[src/rtl/rca_pkg.sv]
`default_nettype none
// ============================================================================
// Module      : rca_pkg
// Description : Shared constants and {carry, sum} golden function for the RCA.
// Revision    : 1.0 - initial release
// ============================================================================
package rca_pkg;

  localparam int RCA_DEFAULT_WIDTH = 4;
  localparam int RCA_REF_MAX       = 32;

  // Operands are zero-extended to RCA_REF_MAX bits; callers slice [WIDTH:0].
  function automatic logic [RCA_REF_MAX:0] rca_ref(
    input logic [RCA_REF_MAX-1:0] a,
    input logic [RCA_REF_MAX-1:0] b,
    input logic                   cin
  );
    return {1'b0, a} + {1'b0, b} + {{RCA_REF_MAX{1'b0}}, cin};
  endfunction

endpackage
`default_nettype wire

[src/rtl/ripple_carry_adder_full_adder.sv]
`default_nettype none
// ============================================================================
// Module      : full_adder
// Description : One-bit full adder cell used as the ripple-carry stage.
// Revision    : 1.0 - initial release
// ============================================================================
module full_adder (
  input  logic a,
  input  logic b,
  input  logic cin,
  output logic s,
  output logic cout
);

  logic w_half;

  assign w_half = a ^ b;
  assign s      = w_half ^ cin;
  assign cout   = (a & b) | (cin & w_half);

endmodule
`default_nettype wire

[src/rtl/ripple_carry_adder.sv]
`default_nettype none
// ============================================================================
// Module      : ripple_carry_adder
// Description : WIDTH-bit unsigned ripple-carry adder; define RCA_REG_OUT_EN
//               to register sum/carry (1-cycle latency, async active-low reset).
// Revision    : 1.0 - initial release
// ============================================================================
module ripple_carry_adder
  import rca_pkg::*;
#(
  parameter int WIDTH = RCA_DEFAULT_WIDTH
) (
  input  logic             clk,
  input  logic             rst_n,
  input  logic [WIDTH-1:0] a,
  input  logic [WIDTH-1:0] b,
  input  logic             cin,
  output logic             carry,
  output logic [WIDTH-1:0] sum
);

  logic [WIDTH:0]   c;
  logic [WIDTH-1:0] w_sum;

  assign c[0] = cin;

  generate
    for (genvar i = 0; i < WIDTH; i++) begin : g_bit
      full_adder u_fa (
        .a    (a[i]),
        .b    (b[i]),
        .cin  (c[i]),
        .s    (w_sum[i]),
        .cout (c[i+1])
      );
    end
  endgenerate

`ifdef RCA_REG_OUT_EN
  always_ff @(posedge clk or negedge rst_n) begin
    if (!rst_n) begin
      sum   <= '0;
      carry <= 1'b0;
    end else begin
      sum   <= w_sum;
      carry <= c[WIDTH];
    end
  end
`else
  // Clock and reset exist only for port compatibility with the registered build.
  logic unused_clk_rst;
  assign unused_clk_rst = &{1'b0, clk, rst_n};

  assign sum   = w_sum;
  assign carry = c[WIDTH];
`endif

endmodule
`default_nettype wire

[config.mk]
export PLATFORM = sky130hd
export DESIGN_NAME = ripple_carry_adder
export DESIGN_NICKNAME = d
export VERILOG_FILES = /design/src/rtl/rca_pkg.sv /design/src/rtl/ripple_carry_adder_full_adder.sv /design/src/rtl/ripple_carry_adder.sv
export SDC_FILE = /design/constraint.sdc
export NUM_CORES = 1
export LEC_CHECK = 0
export ABC_AREA = 1
export BUFFER_PORTS_ARGS = -buffer_cell sky130_fd_sc_hd__buf_4
export CORE_AREA = 2 2 39 41
export DETAILED_ROUTE_END_ITERATION = 16
export DIE_AREA = 0 0 41 43
export SETUP_SLACK_MARGIN = 0.1
export SYNTH_ARGS = -nofsm -noshare
export SYNTH_HDL_FRONTEND = slang
export SYNTH_HIERARCHICAL = 1
export SYNTH_SLANG_ARGS = --single-unit
export TNS_END_PERCENT = 100
[constraint.sdc]
create_clock -name vclk -period 3.17
set_input_delay 0.634 -clock vclk [all_inputs]
set_output_delay 0.634 -clock vclk [all_outputs]
set_load 0.01 [all_outputs]
Yosys cells after proc, flatten, opt, wreduce, memory -nomap -nowiden
Cells that the tools add are included.
{"block": "op_classes", "reduce_logical": 0, "div": 0, "mux": 0, "eq_ne": 0, "n_bitwise": 20, "order_cmp": 0, "n_mul": 0, "addsub": 0, "n_shift": 0}
{"cell": "$and 1x1->1", "n": 8}
{"cell": "$xor 1x1->1", "n": 8}
{"cell": "$or 1x1->1", "n": 4}
{"block": "word_totals", "ramBits": 0, "mem_bits_ro": 0, "inputBits": 11, "latch_bits": 0, "mem_count": 0, "elab_cells": 20, "out_inout_bits": 5, "regBits": 0}

Depth between registers and ports, before layout
Gate-level depths: netlist of run 1.
{"block": "depth", "depth_word": 9, "ltp_mapped": 4, "ltp_nobuf": 4}

Cells and area by module
The synthesis of run 1 kept the hierarchy.
{"mod": "full_adder", "n_inst": 4, "cells_each": 1, "area_per_inst_um2": 20.0, "seq_area_each_um2": 0.0}

Least setup slack after synthesis of run 1
OpenSTA, ideal clock, no wires.
{"block": "synth_path", "path_type": "input -> output", "from": "input a[0]", "to": "output sum[3]", "path_buffers": 0, "arrival_time_ns": 2.345, "required_time_ns": 2.536, "stages": 4, "path_slack_ns": 0.191, "path_cell_list": "fa_1 fa_1 fa_1 fa_1"}
{"block": "synth_between", "elab_chain_cells": 8, "elab_cells_between_ends": 9}
{"element": "start, declared", "line_no": "ripple_carry_adder.sv:15", "source": "input logic [WIDTH-1:0] a,"}
{"element": "$xor 1x1->1", "line_no": "ripple_carry_adder_full_adder.sv:17", "source": "assign w_half = a ^ b;"}
{"element": "$and 1x1->1", "line_no": "ripple_carry_adder_full_adder.sv:19", "source": "assign cout = (a & b) | (cin & w_half);"}
{"element": "$or 1x1->1 (*)", "line_no": "ripple_carry_adder_full_adder.sv:19"}
{"element": "$and 1x1->1 (*)", "line_no": "ripple_carry_adder_full_adder.sv:19"}
{"element": "$or 1x1->1 (*)", "line_no": "ripple_carry_adder_full_adder.sv:19"}
{"element": "named net c[2]", "line_no": "ripple_carry_adder.sv:22", "source": "logic [WIDTH:0] c;"}
{"element": "$and 1x1->1 (*)", "line_no": "ripple_carry_adder_full_adder.sv:19"}
{"element": "$or 1x1->1 (*)", "line_no": "ripple_carry_adder_full_adder.sv:19"}
{"element": "named net c[3]", "line_no": "ripple_carry_adder.sv:22"}
{"element": "$xor 1x1->1 (*)", "line_no": "ripple_carry_adder_full_adder.sv:18", "source": "assign s = w_half ^ cin;"}
{"element": "end, declared", "line_no": "ripple_carry_adder.sv:19", "source": "output logic [WIDTH-1:0] sum"}
Mark *: on every way through the listed nets, which the timed path passes. The rest lies on a longest branch.

Final worst setup path of run 1
{"block": "layout_path", "from": "input a[0]", "to": "output sum[3]"}
{"block": "layout_between", "elab_chain_cells": 8, "elab_cells_between_ends": 9}
{"element": "$xor 1x1->1", "line_no": "ripple_carry_adder_full_adder.sv:17"}
{"element": "$and 1x1->1", "line_no": "ripple_carry_adder_full_adder.sv:19"}
{"element": "$or 1x1->1 (*)", "line_no": "ripple_carry_adder_full_adder.sv:19"}
{"element": "named net c[1]", "line_no": "ripple_carry_adder.sv:22"}
{"element": "$and 1x1->1 (*)", "line_no": "ripple_carry_adder_full_adder.sv:19"}
{"element": "$or 1x1->1 (*)", "line_no": "ripple_carry_adder_full_adder.sv:19"}
{"element": "named net c[2]", "line_no": "ripple_carry_adder.sv:22"}
{"element": "$and 1x1->1 (*)", "line_no": "ripple_carry_adder_full_adder.sv:19"}
{"element": "$or 1x1->1 (*)", "line_no": "ripple_carry_adder_full_adder.sv:19"}
{"element": "named net c[3]", "line_no": "ripple_carry_adder.sv:22"}
{"element": "$xor 1x1->1 (*)", "line_no": "ripple_carry_adder_full_adder.sv:18"}
Marks and branches as above.

==> impl_metrics.env, run 1 <==
export IMPL_status="finished, final reports clean"
export IMPL_final_nets=35
export IMPL_area_delta_synth_final_pct=166
export IMPL_placed_cells=34
export IMPL_postSynthCellCount=4
export IMPL_first_global_vias=106
export IMPL_gp_congestion=0.568
export IMPL_crit_fanout=1
export IMPL_utilization_pct=15.4
export IMPL_synth_area_top_cells="fa_1"
export IMPL_grtUsageTotal_pct=2.92
export IMPL_worst_setup_path_start_kind="input pin"
export IMPL_endpoint_kind="primary output"
export IMPL_wire_per_inst_um=7.44
export IMPL_port_buffers=14
export IMPL_antenna_left=0
export IMPL_hp_start="b[3]"
export IMPL_slew_headroom_pct=94.7
export IMPL_drt_iter0_markers=0
export IMPL_p_leak_uw=0.0000940
export IMPL_die_w_um=41
export IMPL_tightest_slew_ps=78.7
export IMPL_fp_coreArea_sq_mm=0.00138
export IMPL_grt_max_degree=2
export IMPL_grt_pass1_wl_um=386
export IMPL_n_antenna_cell=0
export IMPL_worstPathArrival_ps=2420
export IMPL_seq_area_sq_um=0
export IMPL_maxCapViolations=0
export IMPL_grt_antenna_before_repair=0
export IMPL_multi_input_area_sq_um=87.6
export IMPL_min_period_ps=3060
export IMPL_start_util_pct=5.79
export IMPL_vias=94
export IMPL_syn_num_nets=19
export IMPL_viasPerCell=2.76
export IMPL_synth_area_per_cell_sq_um=20.0
export IMPL_seq_cells=0
export IMPL_yosysUniqueCellTypes=1
export IMPL_synth_top_cell_area_share_pct=100
export IMPL_whs_ps=1620
export IMPL_min_delay_path_class="in -> out"
export IMPL_yosys_warnings=6
export IMPL_peakVddDrop_uv=67.2
export IMPL_pre_cts_ws_ps=-60.3
export IMPL_fin_cells=34
export IMPL_fillers=162
export IMPL_holdPathStages=3
export IMPL_yosys_area_top_type="fa_1"
export IMPL_setup_ws_ps=113
export IMPL_rsz0062_at_grt="true"
export IMPL_rows=14
export IMPL_drv_slew=0
export IMPL_ys_seq_area_share_pct=0
export IMPL_drive_gt1_share_pct=94.4
export IMPL_setup_violations=0
export IMPL_min_to="carry"
export IMPL_dpl_cell_area_sq_um=205
export IMPL_dr_pass1_iters=1
export IMPL_fp_dieArea_sq_mm=0.00176
export IMPL_cts_hold_buffers=0
export IMPL_die_h_um=43
export IMPL_fin_crit_sh_pct=96.4
export IMPL_final_hold_violation_count=0
export IMPL_yosys_top_cells_count="fa_1"
export IMPL_final_cell_area_sq_um=213
export IMPL_drc=0
export IMPL_syn_area_sq_um=80.1
export IMPL_num_clock_buffers=0
export IMPL_finalWirelength_um=253
export IMPL_critPathRequiredTime_ps=2540
export IMPL_pin_count=16
export IMPL_max_freq_mhz=327
export IMPL_power_density_mw_per_mm2=201
export IMPL_post_synth_top_count_cell="fa_1"
export IMPL_critPathKind="in -> out"
export IMPL_grt_overflow_total=0
-- worst max-delay path by stage --
stage          start  endpoint  slack, ps  cells after the start
5_1_grt         a[0]    sum[3]         40                      6
4_1_cts         a[0]    sum[3]         90                      6
3_5_place_dp    a[0]    sum[3]        -60                      6
3_3_place_gp    a[0]    sum[3]        -30                      6
6_report        a[0]    sum[3]        110                      6
2_1_floorplan   a[0]    sum[3]        190                      4
-- what timing repair did --
action / in CTS / in global routing
hold endpoints to repair: 0 / 0
setup buffers: 0 / 0
endpoints found under the setup margin: 2 / 1
gates resized for setup: 3 / 0
-- through the flow --
stage          TNS (ps)  power, uW
2_1_floorplan         0       17.6
3_3_place_gp      -32.1       42.1
3_5_place_dp      -60.3       43.2
4_1_cts               0       44.4
5_1_grt               0       49.3
6_report              0       42.8
-- worst max-delay path: stages --
cell	delay [ps]
buf_4	120
fa_2	380
fa_2	340
fa_2	340
fa_1	490
buf_4	120
-- layer usage --
layer  up-vias  part of all wire, %  track usage (%)  routed length [um]
met5         -                    0                0                   0
met4         0                    0                0                   0
met3         0                   34             1.05                  87
met2        14                   32             5.00                  82
met1        40                   32             3.56                  82
li1         40                    -                -                   -
-- cell families after synthesis --
kind of cell / after synthesis / synth area share, %
fa+ha+maj: 4 / 100
-- power by group --
group,switching [uW],leakage (uW),internal (uW)
Sequential,0,0,0
Clock,0,0,0
Combinational,17.7,0.0000940,25.1
-- cell usage in the layout (no fill, tap or decap), drive strengths merged --
master / synthesis / final
fa: 4 / 4
buf: 0 / 14
-- final cells by class --
type	instances	area share, %
multi-input cells	4	41.2
repair buffers	14	49.4
well taps	16	9.41
Note: power is estimated with default switching activity, not from simulation.
==> run 2, diff against run 1 <==
--- a/config.mk
+++ b/config.mk
@@ -7,9 +7,12 @@
 export LEC_CHECK = 0
 export ABC_AREA = 1
 export BUFFER_PORTS_ARGS = -buffer_cell sky130_fd_sc_hd__buf_4
+export CELL_PAD_IN_SITES_DETAIL_PLACEMENT = 0
+export CELL_PAD_IN_SITES_GLOBAL_PLACEMENT = 1
 export CORE_AREA = 2 2 39 41
 export DETAILED_ROUTE_END_ITERATION = 16
 export DIE_AREA = 0 0 41 43
+export PLACE_DENSITY_LB_ADDON = 0.1
 export SETUP_SLACK_MARGIN = 0.1
 export SYNTH_ARGS = -nofsm -noshare
 export SYNTH_HDL_FRONTEND = slang
==> constraint.sdc (replaced) <==
create_clock -name vclk -period 2.5
set_input_delay 0.5 -clock vclk [all_inputs]
set_output_delay 0.5 -clock vclk [all_outputs]
set_load 0.01 [all_outputs]
==> run 2 against run 1 <==
Compared with the run above: the flow now finishes with violations (setup timing); worst setup slack worse by 410 ps; wire length is 7.9% higher; largest power group unchanged; highest routed layer unchanged; die area stayed put.
==> impl_metrics.env, run 2 (synthesized netlist as in run 1, its figures left out) <==
export IMPL_status="finished, violations left"
export IMPL_violations="setup timing"
export IMPL_whs_ps=1350
export IMPL_seq_cells=0
export IMPL_drive_gt1_share_pct=94.4
export IMPL_grt_max_degree=2
export IMPL_max_freq_mhz=358
export IMPL_maxCapViolations=0
export IMPL_crit_path_frequent_cell="fa_2"
export IMPL_top_layer="met3"
export IMPL_power_internal_uw=37.6
export IMPL_grt_antenna_before_repair=0
export IMPL_swShare_pct=38.6
export IMPL_seqPwrFrac_pct=0
export IMPL_slowest_delay_ps=510
export IMPL_mostFrequentLayoutCells="buf_4, fa_2, buf_6, fa_1"
export IMPL_min_period_ps=2800
export IMPL_gp_congestion=0.551
export IMPL_crit_fanout=1
export IMPL_final_common_cell="buf_4"
export IMPL_fin_tns_setup_ps=-499
export IMPL_antenna_left=0
export IMPL_path_delay_family="adder cells"
export IMPL_fin_cells=34
export IMPL_wire_per_inst_um=8.03
export IMPL_seq_area_sq_um=0
export IMPL_p_clk_share_pct=0
export IMPL_critPathKind="in -> out"
export IMPL_peakVddDrop_uv=57.9
export IMPL_crit_chain="buf_6 > fa_2 > fa_2 > fa_2 > fa_1 > buf_6"
export IMPL_vias=92
export IMPL_port_buffers=14
export IMPL_dr_pass1_iters=1
export IMPL_fp_dieArea_sq_mm=0.00176
export IMPL_finalWirelength_um=273
export IMPL_die_h_um=43
export IMPL_slew_headroom_pct=94.1
export IMPL_n_antenna_cell=0
export IMPL_worstPathArrival_ps=2300
export IMPL_finalPower_uw=61.3
export IMPL_critPathRequiredTime_ps=2000
export IMPL_pin_count=16
export IMPL_cts_hold_buffers=0
export IMPL_wl_met2_um=81
export IMPL_placed_cells=34
export IMPL_p_sw_uw=23.6
export IMPL_setup_ws_ps=-297
export IMPL_drv_slew=0
export IMPL_slowest_stage="fa_1"
export IMPL_rows=14
export IMPL_rsz0062_at_grt="true"
export IMPL_grtUsageTotal_pct=3.52
export IMPL_power_density_mw_per_mm2=274
export IMPL_wl_met3_um=85
export IMPL_die_w_um=41
export IMPL_drc=0
export IMPL_endpoint_kind="primary output"
export IMPL_final_hold_violation_count=0
export IMPL_critPathBufInv=2
export IMPL_drt_iter0_markers=0
export IMPL_tightest_slew_ps=88.9
export IMPL_cts_setup_buffers=0
export IMPL_final_nets=35
export IMPL_final_cell_area_sq_um=224
export IMPL_p_leak_uw=0.0000977
export IMPL_area_delta_synth_final_pct=180
export IMPL_min_delay_path_class="in -> out"
export IMPL_combPwrFrac_pct=100.0
export IMPL_viasPerCell=2.71
export IMPL_drt_met1_wl_um=106
export IMPL_num_clock_buffers=0
export IMPL_setup_violations=2
export IMPL_grt_overflow_total=0
export IMPL_grt_pass1_wl_um=448
export IMPL_first_global_vias=109
export IMPL_fin_crit_sh_pct=112
export IMPL_dpl_cell_area_sq_um=213
export IMPL_fp_coreArea_sq_mm=0.00138
export IMPL_worst_setup_path_start_kind="input pin"
export IMPL_start_util_pct=5.79
run 2: layout make-up:
| class | instances | area (sq um) |
|---|---|---|
| repair buffers | 14 | 116 |
| multi-input cells | 4 | 87.6 |
| well taps | 16 | 20.0 |
| fillers | 153 | 1160 |
run 2: layer usage:
metal | global-route usage, % | vias to the layer above
met5 | 0 | -
met4 | 0 | 0
met3 | 1.05 | 0
met2 | 5.00 | 14
met1 | 5.48 | 38
li1 | - | 40
run 2: path summary, 6_finish.rpt:
kind	endpoint	depth (start not counted)	slack (ps)	startpoint
setup / recovery	sum[3]	6	-300	cin
hold / removal	carry	3	1350	b[3]
run 2: stage by stage:
| stage | util, % | worst slack [ps] |
|---|---|---|
| global placement | 15.4 | -387 |
| floorplan | - | -135 |
| CTS | 16.2 | -318 |
| global route | 16.2 | -361 |
| detailed placement | 15.4 | -371 |
| finish | 16.2 | -297 |
run 2: tightest hold or removal path, delay by kind of cell:
| family | cells | cell delay [ps] |
|---|---|---|
| buf+inv | 2 | 190 |
| fa+ha+maj | 1 | 160 |
run 2: what timing repair did:
| item | CTS | global route |
|---|---|---|
| endpoints found under the setup margin | 3 | 3 |
| gates resized for setup | 3 | 0 |
| pin swaps | 4 | 0 |
run 2: power groups by stage:
stage	Combinational, uW	Sequential, uW	Clock [uW]
3_3_place_gp	57.6	0	0
2_1_floorplan	24.7	0	0
6_report	61.3	0	0
4_1_cts	63.7	0	0
3_5_place_dp	57.5	0	0
5_1_grt	69.5	0	0
==> run 3, diff against run 2 <==
--- a/config.mk
+++ b/config.mk
@@ -12,7 +12,7 @@
 export CORE_AREA = 2 2 39 41
 export DETAILED_ROUTE_END_ITERATION = 16
 export DIE_AREA = 0 0 41 43
-export PLACE_DENSITY_LB_ADDON = 0.1
+export PLACE_DENSITY = 0.45
 export SETUP_SLACK_MARGIN = 0.1
 export SYNTH_ARGS = -nofsm -noshare
 export SYNTH_HDL_FRONTEND = slang
==> constraint.sdc (replaced) <==
create_clock -name vclk -period 2.51
set_input_delay 0.502 -clock vclk [all_inputs]
set_output_delay 0.502 -clock vclk [all_outputs]
set_load 0.01 [all_outputs]
==> run 3 against run 2 <==
Compared with the run above: the run still ends with setup timing left; utilization stayed put; global-route usage is 0.40 points lower; via count is 2.2% higher; wire length is 0.73% higher; non-clock buffer count stayed put; largest power group unchanged.
==> impl_metrics.env, run 3 (synthesized netlist as in run 1, its figures left out) <==
export IMPL_grt_max_degree=2
export IMPL_grt_overflow_total=0
export IMPL_dpl_cell_area_sq_um=213
export IMPL_whs_ps=1350
export IMPL_finalWirelength_um=275
export IMPL_drc=0
export IMPL_pre_cts_ws_ps=-340
export IMPL_setup_ws_ps=-278
export IMPL_grt_antenna_before_repair=0
export IMPL_slew_headroom_pct=94.4
export IMPL_die_h_um=43
export IMPL_vias=94
export IMPL_rsz0062_at_grt="true"
export IMPL_area_delta_synth_final_pct=180
export IMPL_power_density_mw_per_mm2=272
export IMPL_fillers=159
export IMPL_finalPower_uw=60.9
export IMPL_die_w_um=41
export IMPL_grtUsageTotal_pct=3.12
export IMPL_seq_area_sq_um=0
export IMPL_final_nets=35
export IMPL_critPathKind="in -> out"
export IMPL_final_cell_area_sq_um=224
export IMPL_seq_cells=0
export IMPL_status="finished, violations left"
export IMPL_crit_fanout=1
export IMPL_worst_setup_path_start_kind="input pin"
export IMPL_fin_crit_sh_pct=111
export IMPL_critPathRequiredTime_ps=2010
export IMPL_worstPathArrival_ps=2290
export IMPL_setup_violations=2
export IMPL_antenna_left=0
export IMPL_viasPerCell=2.76
export IMPL_gp_congestion=0.538
export IMPL_wire_per_inst_um=8.09
export IMPL_mostFrequentLayoutCells="buf_4, fa_2, buf_6, fa_1"
export IMPL_p_leak_uw=0.0000977
export IMPL_port_buffers=14
export IMPL_fp_coreArea_sq_mm=0.00138
export IMPL_dr_pass1_iters=1
export IMPL_fp_dieArea_sq_mm=0.00176
export IMPL_first_global_vias=105
export IMPL_endpoint_kind="primary output"
export IMPL_drive_gt1_share_pct=94.4
export IMPL_rows=14
export IMPL_tightest_slew_ps=83.6
export IMPL_utilization_pct=16.2
export IMPL_start_util_pct=5.79
export IMPL_final_common_cell="buf_4"
export IMPL_grt_pass1_wl_um=400
export IMPL_pin_count=16
export IMPL_cts_hold_buffers=0
export IMPL_min_delay_path_class="in -> out"
export IMPL_maxCapViolations=0
export IMPL_violations="setup timing"
export IMPL_drt_iter0_markers=0
export IMPL_peakVddDrop_uv=103
export IMPL_n_antenna_cell=0
export IMPL_final_hold_violation_count=0
export IMPL_min_period_ps=2790
export IMPL_drv_slew=0
export IMPL_num_clock_buffers=0
export IMPL_max_freq_mhz=359
run 3: cell counts in the layout (fill, tap and decap cells not counted):
No cell type changed its count.
run 3: layer usage:
metal / track usage, % / wire length, um
met4: 0 / 0
met2: 5.00 / 92
met3: 1.57 / 87
met1: 3.88 / 95
met5: 0 / 0
run 3: layout make-up:
cell class | instances | area (sq um) | share of cell area (%)
Multi-Input combinational cell | 4 | 87.6 | 39.1
Tap cell | 16 | 20.0 | 8.94
Timing Repair Buffer | 14 | 116 | 52.0
run 3: stage by stage:
stage          TNS, ps  std cells
6_report          -460         34
5_1_grt           -585         34
4_1_cts           -482         34
3_5_place_dp      -603         34
3_3_place_gp      -602         34
2_1_floorplan     -143          4
run 3: worst max-delay path: stages:
cell	delay, ps
buf_6	90
fa_2	380
fa_2	350
fa_2	360
fa_1	500
buf_6	100
run 3: timing repair:
item / 4_1_cts / 5_1_grt
cloned: 0 / 0
pin swaps: 4 / 0
buffers inserted: 0 / 0
gates resized for setup: 3 / 0
setup endpoints to repair: 3 / 3
endpoints found under the hold margin: 0 / 0
run 3: worst paths after layout:
kind                  slack [ps]  start  cells after the start  endpoint
worst min-delay path        1350   b[3]                      3     carry
worst max-delay path        -280    cin                      6    sum[3]
run 3: power breakdown:
| group | internal [uW] | switching (uW) |
|---|---|---|
| registers | 0 | 0 |
| logic | 37.0 | 23.9 |
| clock network | 0 | 0 |
